--- config.mk ---
export PLATFORM = sky130hd
export DESIGN_NAME = pkt_monitor
export DESIGN_NICKNAME = d
export VERILOG_FILES = /design/src/rtl/pkt_monitor_pkg.sv /design/src/rtl/pkt_monitor_sat_counter.sv /design/src/rtl/pkt_monitor.sv
export SDC_FILE = /design/constraint.sdc
export NUM_CORES = 1
export LEC_CHECK = 0
export CAP_MARGIN = 20
export CORE_UTILIZATION = 35
export DETAILED_ROUTE_END_ITERATION = 12
export GPL_ROUTABILITY_DRIVEN = 0
export PLACE_DENSITY = 0.65
export SETUP_SLACK_MARGIN = 0.1
export SYNTH_ARGS = -nofsm -noshare
export SYNTH_HDL_FRONTEND = slang
export SYNTH_HIERARCHICAL = 1
export SYNTH_SLANG_ARGS = --single-unit
--- constraint.sdc ---
create_clock -name sys_clk_i -period 8.6 [get_ports sys_clk_i]
set_input_delay 1.29 -clock sys_clk_i [delete_from_list [all_inputs] [get_ports sys_clk_i]]
set_output_delay 1.29 -clock sys_clk_i [all_outputs]
set_load 0.005 [all_outputs]
--- src/rtl/pkt_monitor_pkg.sv ---
// Shared stream types for the packet monitor: the avln_st beat and the framing FSM states.
package pkt_monitor_pkg;

    localparam int unsigned AVLN_DATA_BYTES = 8;
    localparam int unsigned AVLN_EMPTY_W    = $clog2(AVLN_DATA_BYTES);

    typedef struct packed {
        logic [AVLN_DATA_BYTES*8-1:0] data;
        logic                         sop;
        logic                         eop;
        logic [AVLN_EMPTY_W-1:0]      empty;
        logic                         valid;
    } avln_st;

    typedef enum logic [0:0] {
        PM_IDLE,
        PM_IN_PKT
    } pkt_mon_state_t;

endpackage

--- src/rtl/pkt_monitor_sat_counter.sv ---
// Saturating accumulator: synchronous clear beats increment; never wraps past all-ones.
module sat_counter #(
    parameter int unsigned W  = 32,
    parameter int unsigned AW = 1
) (
    input  logic          clk_i,
    input  logic          rst_ni,
    input  logic          clr_i,
    input  logic          inc_i,
    input  logic [AW-1:0] add_i,
    output logic [W-1:0]  cnt_o
);

    localparam int unsigned SW = ((W > AW) ? W : AW) + 1;
    localparam logic [SW-1:0] CntMax = SW'({W{1'b1}});

    logic [W-1:0]  cnt_q, cnt_d;
    logic [SW-1:0] sum;

    always_comb begin
        sum   = SW'(cnt_q) + SW'(add_i);
        cnt_d = cnt_q;
        if (clr_i) begin
            cnt_d = '0;
        end else if (inc_i) begin
            cnt_d = (sum > CntMax) ? {W{1'b1}} : sum[W-1:0];
        end
    end

    always_ff @(posedge clk_i or negedge rst_ni) begin
        if (!rst_ni) begin
            cnt_q <= '0;
        end else begin
            cnt_q <= cnt_d;
        end
    end

    assign cnt_o = cnt_q;

endmodule

--- src/rtl/pkt_monitor.sv ---
// Pass-through packet monitor with framing FSM and saturating statistics.
// Build option PKT_MON_DROP_EN: suppress valid/sop/eop of stray beats on the output.
module pkt_monitor
    import pkt_monitor_pkg::*;
#(
    parameter int unsigned DATA_BYTES = AVLN_DATA_BYTES,
    parameter int unsigned CNT_W      = 32,
    parameter int unsigned LEN_W      = 16
) (
    input  logic             sys_clk_i,
    input  logic             reset_ni,
    input  avln_st           in_i,
    input  logic             clr_i,
    output avln_st           out_o,
    output logic             in_pkt_o,
    output logic [CNT_W-1:0] pkt_cnt_o,
    output logic [CNT_W-1:0] byte_cnt_o,
    output logic [CNT_W-1:0] sop_err_cnt_o,
    output logic [CNT_W-1:0] stray_cnt_o,
    output logic [LEN_W-1:0] last_len_o,
    output logic [LEN_W-1:0] max_len_o
);

    localparam logic [LEN_W-1:0] BeatLen = LEN_W'(DATA_BYTES);

    pkt_mon_state_t   state_q, state_d;
    logic [LEN_W-1:0] cur_len_q, cur_len_d;
    logic [LEN_W-1:0] last_len_q, last_len_d;
    logic [LEN_W-1:0] max_len_q, max_len_d;
    avln_st           out_q, out_d;

    logic [LEN_W:0]   fb;
    logic [LEN_W:0]   cur_plus_fb;
    logic [LEN_W:0]   cur_plus_beat;
    logic             done;
    logic [LEN_W-1:0] done_len;
    logic             stray;
    logic             sop_err;

    // Operands never exceed twice the max, so the carry bit alone flags overflow.
    function automatic logic [LEN_W-1:0] sat_len(input logic [LEN_W:0] v);
        return v[LEN_W] ? {LEN_W{1'b1}} : v[LEN_W-1:0];
    endfunction

    assign fb            = (LEN_W+1)'(DATA_BYTES) - (LEN_W+1)'(in_i.empty);
    assign cur_plus_fb   = {1'b0, cur_len_q} + fb;
    assign cur_plus_beat = {1'b0, cur_len_q} + {1'b0, BeatLen};

    always_comb begin
        state_d   = state_q;
        cur_len_d = cur_len_q;
        done      = 1'b0;
        done_len  = '0;
        stray     = 1'b0;
        sop_err   = 1'b0;
        if (in_i.valid) begin
            unique case (state_q)
                PM_IDLE: begin
                    if (in_i.sop && in_i.eop) begin
                        done     = 1'b1;
                        done_len = sat_len(fb);
                    end else if (in_i.sop) begin
                        state_d   = PM_IN_PKT;
                        cur_len_d = BeatLen;
                    end else begin
                        stray = 1'b1;
                    end
                end
                PM_IN_PKT: begin
                    if (in_i.sop) begin
                        // Abort the open packet; this beat starts a fresh one.
                        sop_err = 1'b1;
                        if (in_i.eop) begin
                            done     = 1'b1;
                            done_len = sat_len(fb);
                            state_d  = PM_IDLE;
                        end else begin
                            cur_len_d = BeatLen;
                        end
                    end else if (in_i.eop) begin
                        done     = 1'b1;
                        done_len = sat_len(cur_plus_fb);
                        state_d  = PM_IDLE;
                    end else begin
                        cur_len_d = sat_len(cur_plus_beat);
                    end
                end
            endcase
        end
    end

    always_comb begin
        last_len_d = last_len_q;
        max_len_d  = max_len_q;
        if (clr_i) begin
            last_len_d = '0;
            max_len_d  = '0;
        end else if (done) begin
            last_len_d = done_len;
            if (done_len > max_len_q) begin
                max_len_d = done_len;
            end
        end
    end

    always_comb begin
        out_d = in_i;
`ifdef PKT_MON_DROP_EN
        if (stray) begin
            out_d.valid = 1'b0;
            out_d.sop   = 1'b0;
            out_d.eop   = 1'b0;
        end
`endif
    end

    always_ff @(posedge sys_clk_i or negedge reset_ni) begin
        if (!reset_ni) begin
            state_q    <= PM_IDLE;
            cur_len_q  <= '0;
            last_len_q <= '0;
            max_len_q  <= '0;
            out_q      <= '0;
        end else begin
            state_q    <= state_d;
            cur_len_q  <= cur_len_d;
            last_len_q <= last_len_d;
            max_len_q  <= max_len_d;
            out_q      <= out_d;
        end
    end

    sat_counter #(.W(CNT_W), .AW(1)) u_pkt_cnt (
        .clk_i  (sys_clk_i),
        .rst_ni (reset_ni),
        .clr_i  (clr_i),
        .inc_i  (done),
        .add_i  (1'b1),
        .cnt_o  (pkt_cnt_o)
    );

    sat_counter #(.W(CNT_W), .AW(LEN_W)) u_byte_cnt (
        .clk_i  (sys_clk_i),
        .rst_ni (reset_ni),
        .clr_i  (clr_i),
        .inc_i  (done),
        .add_i  (done_len),
        .cnt_o  (byte_cnt_o)
    );

    sat_counter #(.W(CNT_W), .AW(1)) u_sop_err_cnt (
        .clk_i  (sys_clk_i),
        .rst_ni (reset_ni),
        .clr_i  (clr_i),
        .inc_i  (sop_err),
        .add_i  (1'b1),
        .cnt_o  (sop_err_cnt_o)
    );

    sat_counter #(.W(CNT_W), .AW(1)) u_stray_cnt (
        .clk_i  (sys_clk_i),
        .rst_ni (reset_ni),
        .clr_i  (clr_i),
        .inc_i  (stray),
        .add_i  (1'b1),
        .cnt_o  (stray_cnt_o)
    );

    assign out_o      = out_q;
    assign in_pkt_o   = (state_q == PM_IN_PKT);
    assign last_len_o = last_len_q;
    assign max_len_o  = max_len_q;

endmodule

==> flow_metrics.py <==
metrics = {
    "die": {
        "die_w_um": 196,
        "io-pin-count": 304,
        "core_area_um2": 36800,
        "die_y_um": 196,
        "std_cell_rows": 70,
        "starting_density_pct": 35.8,
        "die_area_um2": 38400,
    },
    "power": {
        "total_leakage_power_nw": 7.04,
        "report.power.total_mw": 2.63,
        "irDropWorstVdd_mv": 0.139,
        "cellPowerDensity_nw_per_um2": 151,
        "switching_power_mw": 0.640,
        "power.share.combinational_pct": 8.4,
        "clock_power_share_pct": 45.9,
        "sw_frac_of_total_pct": 24.3,
        "seq_power_share_pct": 45.7,
        "internal_power_mw": 1.99,
    },
    "setup_path": {
        "critical_path_peak_fanout": 13,
        "worst_setup_path_startpoint": "in_i[1]",
        "worst_r2r_startpoint": "cur_len_q[1]$_DFFE_PN0P_",
        "timing.critical_path.to_type": "register",
        "worst-r2r-setup-slack_ns": 3.82,
        "critical_path_startpoint_category": "primary input",
        "worst-endpoint-required_ns": 9.06,
        "logic_depth_of_the_worst_register_to_register_path": 17,
        "worstSetupPathType": "in -> reg",
        "cp_data_arrival_time_ns": 6.33,
        "worstReg2RegEnd": "u_byte_cnt/cnt_o[28]$_DFFE_PN0P_",
    },
    "worst_hold_path": {
        "hold_end": "last_len_o[3]$_DFFE_PN0P_",
        "worstHoldStart": "last_len_o[3]$_DFFE_PN0P_",
        "hold-path-cell-count": 2,
        "min_path_type": "reg -> reg",
    },
    "layout": {
        "area_growth_synth_to_finish_pct": 32.1,
        "final_design_area_no_fill_um2": 17400,
        "fillerInstances": 3420,
        "num-nets-final": 1744,
        "drive_above_1_share_pct": 7.24,
    },
    "sta": {
        "report.final.slew_viol_count": 0,
        "grt_setup_unrepaired": "no",
        "fin_ws_ns": 2.74,
        "final.min_clock_period_ns": 5.86,
        "timing.hold.ws_ns": 0.529,
        "fin_worst_skew_ns": 0.0181,
        "worst_tran_pin_value_ns": 0.944,
        "max_clock_freq_mhz": 171,
        "final_total_negative_setup_slack_ns": 0,
        "period_share_pct": 68.2,
        "timing_hold_violations_final": 0,
        "max_slew_margin_pct": 36.6,
        "report.final.setup_viol": 0,
    },
    "cts": {
        "cts.clk_slew.worst_paths_ns": 0.06,
        "cts.repair.resized": 0,
        "cts_max_path_buffers": 3,
        "postCtsHoldBufs": 0,
        "tritoncts": "done",
        "clock_sinks": 245,
        "cts-root-buf": "sky130_fd_sc_hd__clkbuf_16",
        "ctsHtreeMaxLevel": 1,
        "clk-insertion-delay-late_ns": 0.57,
        "cts_post_setup_buffers_inserted": 0,
        "cts_inserted_buffers": 30,
    },
    "placement": {
        "dpl.hpwl_um": 27900,
        "placement.cell_area_um2": 16400,
        "place_ws_ns": 2.19,
        "placement.io_buffers": 303,
    },
    "logic_synthesis": {
        "synth_register_bits": 245,
        "synthFlopType": "sky130_fd_sc_hd__dfrtp_1",
        "syn-mean-instance-area_um2": 9.72,
        "yosysSeqAreaShare_pct": 46.6,
        "gate_count_post_synth": 1355,
        "synth_enable_flop_cells": 0,
        "async_reset_ff_share_pct": 100,
        "number_of_unique_standard_cell_types_used_by_synthesis": 75,
        "post_synth_instance_area_um2": 13200,
        "ys.warnings.count": 6,
    },
    "global_route": {
        "grt_usage_pct": 20.0,
        "grt_max_degree": 134,
        "first_global_vias": 11300,
        "wire_length_of_the_first_global_routing_pass_um": 62400,
        "initial_antenna_violation_count": 2,
        "grt-ovfl-total": 0,
    },
    "drt": {
        "drt_drc": 0,
        "routed-via-count": 11800,
        "detail_route.wl_per_cell_um": 18.6,
        "drt_total_wl_um": 39300,
        "antenna_left": 0,
        "drt-vias-per-instance": 5.58,
        "drt-initial-drc-count": 784,
        "drt_first_pass_iters": 5,
    },
    "outcome": {
        "outcome": "finished clean",
    },
    "flow_run": {
        "max_cap_viol_count": 0,
    },
}
worst max-delay path by stage:
stage                                                   to  depth (start not counted)  slack [ns]
final                     u_byte_cnt/cnt_o[28]$_DFFE_PN0P_                         19        2.74
after global routing      u_byte_cnt/cnt_o[28]$_DFFE_PN0P_                         19        2.27
after global placement    u_byte_cnt/cnt_o[28]$_DFFE_PN0P_                         19        2.35
after detailed placement  u_byte_cnt/cnt_o[28]$_DFFE_PN0P_                         19        2.19
after CTS                 u_byte_cnt/cnt_o[28]$_DFFE_PN0P_                         19        2.81
after floorplan           u_byte_cnt/cnt_o[25]$_DFFE_PN0P_                         20        3.57
area by class of cell:
type / instances / area, um2 / share of cell area, %
clock buffer: 41 / 842 / 4.84
tap: 468 / 586 / 3.37
clock inverter: 10 / 95.1 / 0.547
inverter: 57 / 214 / 1.23
timing repair buffer: 311 / 3110 / 17.9
antenna: 1 / 2.50 / 0.0144
sequential: 245 / 6130 / 35.3
multi-input combinational: 979 / 6410 / 36.9
cell usage after synthesis, types with 5 or more instances:
cell | number | area share (%)
sky130_fd_sc_hd__ha_1 | 45 | 4.3
sky130_fd_sc_hd__nand3_1 | 60 | 2.3
sky130_fd_sc_hd__o22ai_1 | 10 | 0.48
sky130_fd_sc_hd__nor2_1 | 125 | 3.6
sky130_fd_sc_hd__nor4_2 | 13 | 1.2
sky130_fd_sc_hd__nand4_4 | 6 | 0.97
sky130_fd_sc_hd__nor4_1 | 21 | 1.0
sky130_fd_sc_hd__buf_4 | 8 | 0.46
sky130_fd_sc_hd__o21ba_2 | 5 | 0.38
sky130_fd_sc_hd__a31oi_1 | 33 | 1.6
sky130_fd_sc_hd__buf_6 | 10 | 0.86
sky130_fd_sc_hd__nand4_1 | 41 | 1.9
sky130_fd_sc_hd__and2_1 | 14 | 0.67
sky130_fd_sc_hd__nor2b_1 | 5 | 0.24
sky130_fd_sc_hd__xor2_1 | 17 | 1.1
sky130_fd_sc_hd__a311oi_2 | 5 | 0.57
sky130_fd_sc_hd__a41oi_1 | 15 | 1.0
sky130_fd_sc_hd__o21a_1 | 21 | 1.2
sky130_fd_sc_hd__and3_1 | 42 | 2.0
sky130_fd_sc_hd__inv_1 | 57 | 1.6
sky130_fd_sc_hd__nand2_1 | 97 | 2.8
sky130_fd_sc_hd__nor3_1 | 94 | 3.6
sky130_fd_sc_hd__a211oi_1 | 26 | 1.5
sky130_fd_sc_hd__o211ai_1 | 8 | 0.46
sky130_fd_sc_hd__a21o_1 | 11 | 0.63
sky130_fd_sc_hd__and3b_1 | 6 | 0.40
sky130_fd_sc_hd__buf_2 | 19 | 0.72
sky130_fd_sc_hd__mux2i_1 | 13 | 0.99
sky130_fd_sc_hd__xnor2_1 | 10 | 0.67
sky130_fd_sc_hd__o21ai_0 | 34 | 1.3
sky130_fd_sc_hd__dfrtp_1 | 245 | 47
sky130_fd_sc_hd__a21oi_1 | 69 | 2.6
sky130_fd_sc_hd__clkbuf_1 | 38 | 1.1
sky130_fd_sc_hd__a22o_1 | 17 | 1.1
sky130_fd_sc_hd__or4_1 | 5 | 0.29
sky130_fd_sc_hd__and4_1 | 18 | 1.2
sky130_fd_sc_hd__a311oi_1 | 13 | 0.86
layout by cell type (no fill, tap or decap), types with 6 or more instances in the layout:
cell type,instances
sky130_fd_sc_hd__a21oi_1,69
sky130_fd_sc_hd__o21ai_0,34
sky130_fd_sc_hd__ha_1,45
sky130_fd_sc_hd__nand4_4,6
sky130_fd_sc_hd__a21o_1,11
sky130_fd_sc_hd__a211oi_1,26
sky130_fd_sc_hd__inv_1,56
sky130_fd_sc_hd__a31oi_1,33
sky130_fd_sc_hd__nand3_1,60
sky130_fd_sc_hd__a22o_1,17
sky130_fd_sc_hd__buf_4,7
sky130_fd_sc_hd__o211ai_1,8
sky130_fd_sc_hd__a41oi_1,15
sky130_fd_sc_hd__xnor2_1,10
sky130_fd_sc_hd__o22ai_1,10
sky130_fd_sc_hd__mux2i_1,13
sky130_fd_sc_hd__dfrtp_1,245
sky130_fd_sc_hd__a311oi_1,13
sky130_fd_sc_hd__nand4_1,41
sky130_fd_sc_hd__nor4_1,21
sky130_fd_sc_hd__nor3_1,94
sky130_fd_sc_hd__and3b_1,6
sky130_fd_sc_hd__conb_1,6
sky130_fd_sc_hd__clkbuf_1,6
sky130_fd_sc_hd__and2_1,14
sky130_fd_sc_hd__clkbuf_16,30
sky130_fd_sc_hd__clkdlybuf4s50_1,301
sky130_fd_sc_hd__o21a_1,21
sky130_fd_sc_hd__and4_1,18
sky130_fd_sc_hd__nor4_2,13
sky130_fd_sc_hd__and3_1,42
sky130_fd_sc_hd__xor2_1,17
sky130_fd_sc_hd__nor2_1,125
sky130_fd_sc_hd__nand2_1,97
critical path: stages:
cell	delay [ns]
sky130_fd_sc_hd__clkdlybuf4s50_1	0.55
sky130_fd_sc_hd__inv_1	0.06
sky130_fd_sc_hd__ha_1	0.31
sky130_fd_sc_hd__inv_1	0.06
sky130_fd_sc_hd__fa_1	0.41
sky130_fd_sc_hd__nand3b_1	0.22
sky130_fd_sc_hd__a21oi_1	0.34
sky130_fd_sc_hd__nand2_1	0.35
sky130_fd_sc_hd__a21oi_1	0.23
sky130_fd_sc_hd__a21oi_1	0.10
sky130_fd_sc_hd__inv_1	0.15
sky130_fd_sc_hd__inv_1	0.08
sky130_fd_sc_hd__fa_1	0.44
sky130_fd_sc_hd__nand2b_1	0.18
sky130_fd_sc_hd__a21o_1	0.20
sky130_fd_sc_hd__a211o_1	0.34
sky130_fd_sc_hd__a21oi_2	0.52
sky130_fd_sc_hd__a41oi_1	0.21
sky130_fd_sc_hd__a311oi_1	0.27
registers in the layout, summed over array words and instances (netlist names):
register,flops
out_o,70
u_byte_cnt/cnt_o,32
u_pkt_cnt/cnt_o,32
u_sop_err_cnt/cnt_o,32
u_stray_cnt/cnt_o,32
last_len_o,16
max_len_o,16
cur_len_q,14
in_pkt_o,1
kinds of logic (layout without fill, tap and decap cells):
kind of cell    Yosys count  after routing  share of synthesized area, %
flops                   245            245                          46.6
other cells               1              7                        0.0285
fa+ha+maj                47             47                          4.58
xor+xnor                 27             27                          1.80
simple gates            582            582                          24.7
buf+inv                 136            419                          4.87
compound gates          301            301                          16.2
mux                      16             16                          1.24
power by group through the flow:
stage          combinational [mW]  clock (mW)  sequential, mW
6_report                    0.222        1.21            1.20
5_1_grt                     0.244        1.29            1.21
4_1_cts                     0.225        1.25            1.20
3_5_place_dp                0.224           0            1.22
3_3_place_gp                0.221           0            1.22
2_1_floorplan              0.0899           0            1.22
through the flow:
stage	std cells	util [%]
after global placement	2059	44.7
after global routing	2111	47.3
after CTS	2110	47.3
after floorplan	1360	-
final	2112	47.3
after detailed placement	2059	44.7
routing by layer:
metal	GRT usage [%]	vias to the layer above	part of all wire, %
met5	0	-	0
met4	6.34	0	3.0
met3	3.97	73	6.2
met2	32.1	401	46
met1	27.2	5749	45
li1	-	5568	-
No activity file was read; power rests on OpenSTA's default activity.
